$ cat src/rtl/tron_pkg.sv
// Shared frame-buffer constants, colour codes, FSM state type and word packing
// used by the trail writer and the readout stage.
package tron_pkg;

    localparam logic [3:0] COL_BG   = 4'h8;
    localparam logic [3:0] COL_BLUE = 4'h6;
    localparam logic [3:0] COL_RED  = 4'h4;

    localparam int H_RES        = 640;
    localparam int V_RES        = 480;
    localparam int FB_ROW_WORDS = 320;
    localparam int FB_WORDS     = H_RES / 2 * V_RES;

    localparam int ADDR_W = 19;
    localparam int WORD_W = 16;
    localparam int POS_W  = 10;

    typedef enum logic [1:0] {
        ST_IDLE,
        ST_CLEAR,
        ST_BLUE,
        ST_RED
    } state_e;

    // Two pixels per word: even pixel in the low nibble, odd pixel in [11:8].
    function automatic logic [WORD_W-1:0] pack_word(input logic [3:0] c);
        return {4'h0, c, 4'h0, c};
    endfunction

endpackage

$ cat src/rtl/trail_writer_if.sv
// Frame-buffer write port: the trail writer drives it, the frameRAM consumes it.
interface trail_writer_if;
    import tron_pkg::*;

    logic              WE;
    logic [ADDR_W-1:0] write_address;
    logic [WORD_W-1:0] Data_In;

    modport master (output WE, write_address, Data_In);
    modport slave  (input  WE, write_address, Data_In);

endinterface

$ cat src/rtl/fb_addr_gen.sv
// Combinational pixel (x, y) to packed word address, with a visibility flag.
// y is 11 bits so that callers adding a row offset never wrap back into range.
module fb_addr_gen #(
    parameter int H_RES = 640,
    parameter int V_RES = 480
) (
    input  logic [9:0]  x_i,
    input  logic [10:0] y_i,
    output logic [18:0] addr_o,
    output logic        in_range_o
);
    import tron_pkg::*;

    logic [ADDR_W-1:0] x_w;
    logic [ADDR_W-1:0] y_w;

    assign x_w = {{(ADDR_W-10){1'b0}}, x_i};
    assign y_w = {{(ADDR_W-11){1'b0}}, y_i};

    // y*320 as (y<<8)+(y<<6); two pixels per word so x contributes x/2.
    assign addr_o     = (x_w >> 1) + (y_w << 8) + (y_w << 6);
    assign in_range_o = (x_i < 10'(H_RES)) && (y_i < 11'(V_RES));

endmodule

$ cat src/rtl/trail_writer.sv
// Frame-buffer producer: clears the buffer to background, then stamps blue and red
// trail segments on every frame tick. Optional macro: DEAD_BIKE_SKIP_EN.
module trail_writer #(
    parameter int TRAIL_H = 2,
    parameter int H_RES   = 640,
    parameter int V_RES   = 480
) (
    input  logic       Clk,
    input  logic       Reset,
    input  logic       frame_clk,
    input  logic       start_clear,
    input  logic [9:0] Blue_X_real,
    input  logic [9:0] Blue_Y_real,
    input  logic [9:0] Red_X_real,
    input  logic [9:0] Red_Y_real,
`ifdef DEAD_BIKE_SKIP_EN
    input  logic       blue_alive,
    input  logic       red_alive,
`endif
    trail_writer_if.master fb,
    output logic       busy,
    output logic       clear_done,
    output logic       overrun
);
    import tron_pkg::*;

    localparam int                CLR_WORDS = (H_RES / 2) * V_RES;
    localparam logic [ADDR_W-1:0] CLR_LAST  = ADDR_W'(CLR_WORDS - 1);
    localparam logic [3:0]        ROW_LAST  = 4'(TRAIL_H - 1);

    state_e            state_q, state_d;
    logic              fs1_q, fs2_q, frame_edge;
    logic [ADDR_W-1:0] clr_cnt_q, clr_cnt_d;
    logic [3:0]        row_q, row_d;
    logic [9:0]        bx_q, bx_d, by_q, by_d, rx_q, rx_d, ry_q, ry_d;
`ifdef DEAD_BIKE_SKIP_EN
    logic              red_alive_q, red_alive_d;
`endif
    logic              we_q, we_d;
    logic [ADDR_W-1:0] addr_q, addr_d;
    logic [WORD_W-1:0] data_q, data_d;
    logic              busy_q, busy_d;
    logic              clr_done_q, clr_done_d;
    logic              clr_pend_q, clr_pend_d;
    logic              overrun_q, overrun_d;

    logic [9:0]        cur_x, cur_y;
    logic [10:0]       row_y;
    logic [ADDR_W-1:0] gen_addr;
    logic              gen_in_range;

    assign frame_edge = fs1_q & ~fs2_q;

    assign cur_x = (state_q == ST_RED) ? rx_q : bx_q;
    assign cur_y = (state_q == ST_RED) ? ry_q : by_q;
    assign row_y = {1'b0, cur_y} + {7'd0, row_q};

    fb_addr_gen #(
        .H_RES (H_RES),
        .V_RES (V_RES)
    ) u_addr (
        .x_i        (cur_x),
        .y_i        (row_y),
        .addr_o     (gen_addr),
        .in_range_o (gen_in_range)
    );

    always_comb begin
        state_d     = state_q;
        clr_cnt_d   = clr_cnt_q;
        row_d       = row_q;
        bx_d        = bx_q;
        by_d        = by_q;
        rx_d        = rx_q;
        ry_d        = ry_q;
`ifdef DEAD_BIKE_SKIP_EN
        red_alive_d = red_alive_q;
`endif
        we_d        = 1'b0;
        addr_d      = addr_q;
        data_d      = data_q;
        busy_d      = (state_q != ST_IDLE);
        clr_pend_d  = 1'b0;
        clr_done_d  = clr_pend_q;
        overrun_d   = overrun_q | (frame_edge & (state_q != ST_IDLE));

        case (state_q)
            ST_IDLE: begin
                // A new round wins over a coincident frame tick; that tick is lost.
                if (start_clear) begin
                    state_d   = ST_CLEAR;
                    clr_cnt_d = '0;
                end else if (frame_edge) begin
                    bx_d  = Blue_X_real;
                    by_d  = Blue_Y_real;
                    rx_d  = Red_X_real;
                    ry_d  = Red_Y_real;
                    row_d = '0;
`ifdef DEAD_BIKE_SKIP_EN
                    red_alive_d = red_alive;
                    if (blue_alive)     state_d = ST_BLUE;
                    else if (red_alive) state_d = ST_RED;
                    else                state_d = ST_IDLE;
`else
                    state_d = ST_BLUE;
`endif
                end
            end
            ST_CLEAR: begin
                we_d   = 1'b1;
                addr_d = clr_cnt_q;
                data_d = pack_word(COL_BG);
                if (clr_cnt_q == CLR_LAST) begin
                    clr_cnt_d  = '0;
                    clr_pend_d = 1'b1;
                    state_d    = ST_IDLE;
                end else begin
                    clr_cnt_d = clr_cnt_q + 1'b1;
                end
            end
            ST_BLUE: begin
                // Off-screen rows still take their slot so stamp length is fixed.
                we_d   = gen_in_range;
                addr_d = gen_addr;
                data_d = pack_word(COL_BLUE);
                if (row_q == ROW_LAST) begin
                    row_d = '0;
`ifdef DEAD_BIKE_SKIP_EN
                    state_d = red_alive_q ? ST_RED : ST_IDLE;
`else
                    state_d = ST_RED;
`endif
                end else begin
                    row_d = row_q + 4'd1;
                end
            end
            ST_RED: begin
                we_d   = gen_in_range;
                addr_d = gen_addr;
                data_d = pack_word(COL_RED);
                if (row_q == ROW_LAST) begin
                    row_d   = '0;
                    state_d = ST_IDLE;
                end else begin
                    row_d = row_q + 4'd1;
                end
            end
            default: state_d = ST_IDLE;
        endcase
    end

    always_ff @(posedge Clk) begin
        fs1_q <= frame_clk;
        fs2_q <= fs1_q;
        bx_q  <= bx_d;
        by_q  <= by_d;
        rx_q  <= rx_d;
        ry_q  <= ry_d;
        if (Reset) begin
            state_q     <= ST_CLEAR;
            clr_cnt_q   <= '0;
            row_q       <= '0;
`ifdef DEAD_BIKE_SKIP_EN
            red_alive_q <= 1'b1;
`endif
            we_q        <= 1'b0;
            addr_q      <= '0;
            data_q      <= '0;
            busy_q      <= 1'b0;
            clr_done_q  <= 1'b0;
            clr_pend_q  <= 1'b0;
            overrun_q   <= 1'b0;
        end else begin
            state_q     <= state_d;
            clr_cnt_q   <= clr_cnt_d;
            row_q       <= row_d;
`ifdef DEAD_BIKE_SKIP_EN
            red_alive_q <= red_alive_d;
`endif
            we_q        <= we_d;
            addr_q      <= addr_d;
            data_q      <= data_d;
            busy_q      <= busy_d;
            clr_done_q  <= clr_done_d;
            clr_pend_q  <= clr_pend_d;
            overrun_q   <= overrun_d;
        end
    end

    assign fb.WE            = we_q;
    assign fb.write_address = addr_q;
    assign fb.Data_In       = data_q;
    assign busy             = busy_q;
    assign clear_done       = clr_done_q;
    assign overrun          = overrun_q;

endmodule

$ cat src/flat_wrapper.sv
// flat-port wrapper written by rule: the top's interface ports become plain ports
module trail_writer_flat import tron_pkg::*;
#(
    parameter int TRAIL_H = 2,
    parameter int H_RES   = 640,
    parameter int V_RES   = 480
)
  (Clk, Reset, frame_clk, start_clear, Blue_X_real, Blue_Y_real, Red_X_real, Red_Y_real, busy, clear_done, overrun, fb_WE, fb_write_address, fb_Data_In);
  trail_writer_if fb_i ();
  input  logic Clk;
  input  logic Reset;
  input  logic frame_clk;
  input  logic start_clear;
  input  logic [9:0] Blue_X_real;
  input  logic [9:0] Blue_Y_real;
  input  logic [9:0] Red_X_real;
  input  logic [9:0] Red_Y_real;
  output logic busy;
  output logic clear_done;
  output logic overrun;
  output wire logic [$bits(fb_i.WE)-1:0] fb_WE;
  output wire logic [$bits(fb_i.write_address)-1:0] fb_write_address;
  output wire logic [$bits(fb_i.Data_In)-1:0] fb_Data_In;
  assign fb_WE = fb_i.WE;
  assign fb_write_address = fb_i.write_address;
  assign fb_Data_In = fb_i.Data_In;
  trail_writer #(.TRAIL_H(TRAIL_H), .H_RES(H_RES), .V_RES(V_RES)) u_core (.Clk(Clk), .Reset(Reset), .frame_clk(frame_clk), .start_clear(start_clear), .Blue_X_real(Blue_X_real), .Blue_Y_real(Blue_Y_real), .Red_X_real(Red_X_real), .Red_Y_real(Red_Y_real), .fb(fb_i), .busy(busy), .clear_done(clear_done), .overrun(overrun));
endmodule
$ cat config.mk
export PLATFORM = sky130hd
export DESIGN_NAME = trail_writer_flat
export DESIGN_NICKNAME = d
export VERILOG_FILES = /design/src/rtl/tron_pkg.sv /design/src/rtl/trail_writer_if.sv /design/src/rtl/fb_addr_gen.sv /design/src/rtl/trail_writer.sv /design/src/flat_wrapper.sv
export SDC_FILE = /design/constraint.sdc
export NUM_CORES = 1
export LEC_CHECK = 0
export BUFFER_PORTS_ARGS = -buffer_cell sky130_fd_sc_hd__buf_4
export CAP_MARGIN = 20
export CORE_UTILIZATION = 43
export DETAILED_ROUTE_END_ITERATION = 8
export PLACE_DENSITY_LB_ADDON = 0.25
export SYNTH_ARGS = -nofsm -noshare
export SYNTH_HDL_FRONTEND = slang
export SYNTH_SLANG_ARGS = --single-unit
$ cat constraint.sdc
create_clock -name Clk -period 6.3 [get_ports Clk]
set_input_delay 0.315 -clock Clk [delete_from_list [all_inputs] [get_ports Clk]]
set_output_delay 0.315 -clock Clk [all_outputs]
set_load 0.02 [all_outputs]
* After elaboration in Yosys (flattened, before gate mapping)
Cells that the tools add are included.
** Word-level totals
- Register bits :: 107
- Latch bits :: 0
- Memory bits (writable) :: 0
- ROM bits :: 0
- Input port bits :: 44
- Output and inout port bits :: 39
- Logic and storage cells :: 73
- Memories :: 0
** Operators by class
- $add $sub $neg :: 5
- Multiply operators :: 0
- Div/mod/pow operators :: 0
- Order comparisons :: 2
- Eq/ne operators :: 12
- Shift-type cells :: 0
- Mux-type cells :: 19
- Bitwise operators :: 6
- Reduce and logical (&&, ||, !) cells :: 13
** Operator list (count)
- 19-bit one-hot mux with 2 select lines :: 2
- 16-bit one-hot mux with 3 select lines :: 1
- 19-bit two-way mux :: 2
- 10-bit two-way mux :: 2
- 19-bit by 1-bit adder with 19-bit output, second input constant :: 1
- 19-bit by 17-bit adder with 19-bit output :: 1
- 9-bit by 19-bit adder with 19-bit output :: 1
- 19-bit by 18-bit equality test with 1-bit output, second input constant :: 1
- 4-bit two-way mux :: 3
- 10-bit by 4-bit adder with 11-bit output :: 1
- 11-bit by 9-bit less-than comparator with 1-bit output, second input constant :: 1
- 10-bit less-than comparator, second input constant :: 1
- 2-bit two-way mux :: 5
- 2-bit one-hot mux with 4 select lines :: 1
- 4-bit one-hot mux with 2 select lines :: 1
- 2-bit nonzero test :: 4
- 2-bit by 1-bit != test with 1-bit output, second input constant :: 3
- 2-bit != test, second input constant :: 3
- 3-bit AND reduction :: 2
- 4-bit by 1-bit adder with 4-bit output, second input constant :: 1
- 2-bit equality test, second input constant :: 2
- 4-bit by 1-bit equality test with 1-bit output, second input constant :: 1
- 4-bit AND reduction :: 1
- 2-bit OR reduction :: 2
- 11 further kinds :: 14

* Logic depth before layout (Yosys ltp)
- Depth after elaboration :: 6
- Mapped depth :: 19
- Mapped depth without buffers :: 17

* Modules after synthesis
From an unflattened synthesis, not the netlist that was laid out.
** Second synthesis, totals
- Cells, all modules :: 501
- Area, all modules :: 4968.5 µm²
** Modules (own cells, without submodules)
- trail_writer :: instances 1, cells an instance 421, area an instance 4311.6 µm², sequential area each 2282.2 µm²
- fb_addr_gen :: instances 1, cells an instance 80, area an instance 656.9 µm², sequential area each 0.0 µm²

* Worst setup path before layout
No wires, ideal clock.
- Kind :: register -> register
- Start point :: register u_core.state_q[1]
- End point :: register u_core.bx_q[1] (enable)
- Setup time :: 528 ps
- Arrival time :: 4648 ps
- Data required time :: 5772 ps
- Slack :: 1123 ps
- Cell stages (with the launch flop) :: 5
- Path buffers :: 3
- Period minus slack after synthesis :: 5177 ps
- Path through :: dfxtp_1 buf_2 buf_1 clkbuf_1 nor4_1
** Between the ends
- Cells in the longest elaborated chain, start to end :: 2
** Ends and longest elaborated chain
- start, declared :: line trail_writer.sv:31 : state_e state_q, state_d;
- start signal, assigned :: line trail_writer.sv:174 : state_q <= state_d;
- 2-bit zero test :: line trail_writer.sv:87 : case (state_q)
- 3-bit AND reduction (no source line)
- end signal, assigned :: line trail_writer.sv:155 : bx_q <= bx_d;
- end, declared :: line trail_writer.sv:35 : logic [9:0] bx_q, bx_d, by_q, by_d, rx_q, rx_d, ry_q, ry_d;
Every way passes these cells.
A chain may end at the register's enable or synchronous reset.

* Final worst setup path
- Start point :: register u_core.state_q[1]
- End point :: register u_core.addr_q[18] (netlist: u_core.fb.write_address[18])
** Between the ends
- Cells in the longest elaborated chain, start to end :: 6
- Elaborated cells on any way between the ends :: 11
- Classes of those cells :: 3 x add/sub; 3 x eq/ne; 3 x mux; 2 x reduce/logical
** Ends and longest elaborated chain
- 2-bit equality test :: line trail_writer.sv:54, trail_writer.sv:55, trail_writer.sv:87
- 10-bit two-way mux :: line trail_writer.sv:55 : assign cur_y = (state_q == ST_RED) ? ry_q : by_q;
- 10-bit by 4-bit adder with 11-bit output :: line trail_writer.sv:56 : assign row_y = {1'b0, cur_y} + {7'd0, row_q};
- 9-bit by 19-bit adder with 19-bit output :: line fb_addr_gen.sv:21 : assign addr_o = (x_w >> 1) + (y_w << 8) + (y_w << 6);
- 19-bit by 17-bit adder with 19-bit output :: line fb_addr_gen.sv:21
- 19-bit one-hot mux with 2 select lines :: line trail_writer.sv:87
- end signal, assigned :: line trail_writer.sv:181 : addr_q <= addr_d;
- end, declared :: line trail_writer.sv:40 : logic [ADDR_W-1:0] addr_q, addr_d;
Several ways; a longest one is shown, not always the timed one.

==> results.cfg <==
[timing]
fin_tns_setup_ns = 0
fmax_mhz = 215
grt_setup_unrepaired = no
worst_pin_slew_ns = 0.979
post-route-period-util_pct = 73.8
fin_crit_ns = 4.65
finalSetupViolCount = 0
slew_headroom_pct = 34.5
hold_violations = 0
fin_skew_ns = 0.00847
slew_viol_final = 0

[power]
cellPowerDensity_mw_per_mm2 = 221
peakVddDrop_v = 0.000131
power.leakage_nw = 2.35

[setup_path]
cp-start-kind = flip-flop
slowest_delay_ns = 0.43
critical_path_class = flip-flop to flip-flop
cp_max_fo = 18
end_kind = flip-flop
cp.arrival_ns = 4.86
slowest_stage = a21oi_1
cp_data_required_time_ns = 6.51
cpMostUsedCell = ha_1
path_cells = nand2_4 > mux2_2 > ha_1 > fa_1 > a21o_1 > a21oi_1 > nor2_1 > xnor2_1 > ha_1 > ha_1 > nor4_1 > o21ai_1 > a41oi_1 > nor2b_1 > a2111o_1 > nand3_1 > a211oi_2

[clock_tree]
ctsResizeCount = 0
cts-buffers-inserted = 9
cts.path.max_buffers = 2
cts_sinks = 92
htreeDepth = 3
clock-root-buffer = clkbuf_16
hold_buffers = 0
tritoncts = done
worstSkewPairLatency_ns = 0.34
clk_pin_slew_worst_paths_ns = 0.07
post_cts_buffers = 0

[route]
ant_nets = 0
drt_iter0_drc = 126
wl_per_cell_um = 14.6
drc = 0
vias = 3638
dr.pass1.iters = 4
wl_um = 9720
viasPerCell = 5.45

[yosys]
async_reset_ff_share_pct = 0
yosysWarningCount = 0
synth_edf_count = 38
netlist-cell-type-count = 63
synth_area_mm2 = 0.00486
syn_avg_cell_area_um2 = 10.5
synthCells = 464
ys.flop_type = dfxtp_1
synth_seq_cells = 92
yosysSeqAreaShare_pct = 45.8

[layout]
antenna_cells = 0
final_cell_mix = buf_4 (73), nor2_1 (54), dfxtp_1 (52)
final_common_cell = buf_4
nNetsFinal = 593
regArea_mm2 = 0.00222
fill_cells = 961
layout-drive-gt1-share_pct = 22.0
stdcell_area_mm2 = 0.00576
multi_input_area_mm2 = 0.00244
areaGrowthSynthToFinish_pct = 18.7

[floorplanning]
initial_core_util_pct = 44.4
core_mm2 = 0.0109
die_w_um = 108
die_area_mm2 = 0.0117
num_rows = 38
num_io_pins = 83
die_h_um = 108

[place]
gp_congestion = 0.796
dpl.hpwl_um = 6920
port_buffers = 70
placedInstanceArea_mm2 = 0.00543

[global_route]
grt_usage_pct = 18.2
globalRouteOverflowTotal = 0
grt_antenna_before_repair = 0
grt_max_degree = 59
grt_pass1_vias = 3513
grt_first_pass_wirelength_um = 16300

[hold_path]
hp-class = primary input to flip-flop

[flow_run]
drv_cap = 0

[outcome]
outcome = finished clean
## layer usage
layer | global-route usage [%] | vias up | wire, um
li1 | - | 1822 | -
met1 | 23.4 | 1705 | 4480
met2 | 30.3 | 99 | 4640
met3 | 3.25 | 12 | 441
met4 | 7.14 | 0 | 153
met5 | 0 | - | 0
## state kept, by name (all words and copies together) (netlist names)
signal,flops
u_core.clr_cnt_q,19
u_core.fb.write_address,19
u_core.by_q,10
u_core.ry_q,10
u_core.bx_q,9
u_core.rx_q,9
u_core.row_q,4
u_core.fb.Data_In,3
u_core.state_q,2
u_core.busy,1
u_core.clear_done,1
u_core.clr_done_d,1
u_core.fb.WE,1
u_core.fs1_q,1
u_core.fs2_q,1
u_core.overrun,1
## cells in the mapped netlist (9+ instances only)
cell type  instances  area share [%]
a211oi_1          22             3.4
a21oi_1           21             2.2
buf_4             13             2.0
clkbuf_1          13             1.0
dfxtp_1           54              22
edfxtp_1          38              23
ha_1              24             6.2
inv_1             10            0.77
mux2i_1            9             1.9
nand2_1           22             1.7
nand3_1           11             1.1
nor2_1            54             4.2
nor2b_1           19             2.4
nor3_1            10             1.0
xor2_1            15             2.7
## critical path: cells and delay by family, from the launching register on
| family | cells | cell delay, ns |
|---|---|---|
| AND/OR/NAND/NOR | 5 | 0.80 |
| flip-flops | 1 | 0.33 |
| AO/OA/AOI/OAI | 6 | 1.55 |
| adder cells (fa/ha/maj) | 4 | 1.18 |
| XOR/XNOR | 1 | 0.28 |
| multiplexers | 1 | 0.38 |
## logic make-up (layout without fill, tap and decap cells)
logic type,count (synthesis),in the layout,synth area share [%]
other cells,1,10,0.0772
fa+ha+maj,27,27,7.42
flops,92,92,45.8
buf+inv,45,99,4.74
xor+xnor,24,24,4.72
simple gates,150,150,15.7
mux,23,23,6.54
compound gates,102,102,15.1
## layout make-up
type / count / area share, %
Multi-Input combinational cell: 336 / 42.4
Clock inverter: 7 / 1.91
Clock buffer: 9 / 3.91
Sequential cell: 92 / 38.6
Timing Repair Buffer: 73 / 9.51
Inverter: 10 / 0.651
Tap cell: 140 / 3.04
## worst paths after layout
kind,from,endpoint,slack [ns],cells past startpoint
worst max register to register,u_core.state_q[1]$_SDFFE_PP0P_,u_core.fb.write_address[18]$_SDFFE_PP0P_,1.65,17
worst min register to register,u_core.fs1_q$_DFF_P_,u_core.fs2_q$_DFF_P_,0.38,0
worst min-delay path,frame_clk,u_core.fs1_q$_DFF_P_,0.07,1
worst max-delay path,u_core.state_q[1]$_SDFFE_PP0P_,u_core.fb.write_address[18]$_SDFFE_PP0P_,1.65,17
## power breakdown
group	switching [mW]	total, mW	leakage [nW]	internal (mW)
Combinational	0.0225	0.0475	1.41	0.0250
Sequential	0.00409	0.628	0.779	0.624
Clock	0.244	0.597	0.159	0.354
## through the flow
| step | utilization [%] | setup WS (ns) | cells | hold WS [ns] | total power [mW] |
|---|---|---|---|---|---|
| 3_3_place_gp | 49.6 | 1.71 | 651 | 0.362 | 0.688 |
| 4_1_cts | 52.7 | 1.65 | 667 | 0.0649 | 1.28 |
| 2_1_floorplan | - | 1.12 | 473 | 0.343 | 0.667 |
| 5_1_grt | 52.7 | 1.38 | 667 | 0.0674 | 1.32 |
| 3_5_place_dp | 49.6 | 1.66 | 651 | 0.369 | 0.690 |
| 6_report | 52.7 | 1.65 | 667 | 0.0720 | 1.27 |
Note: power is estimated with default switching activity, not from simulation.
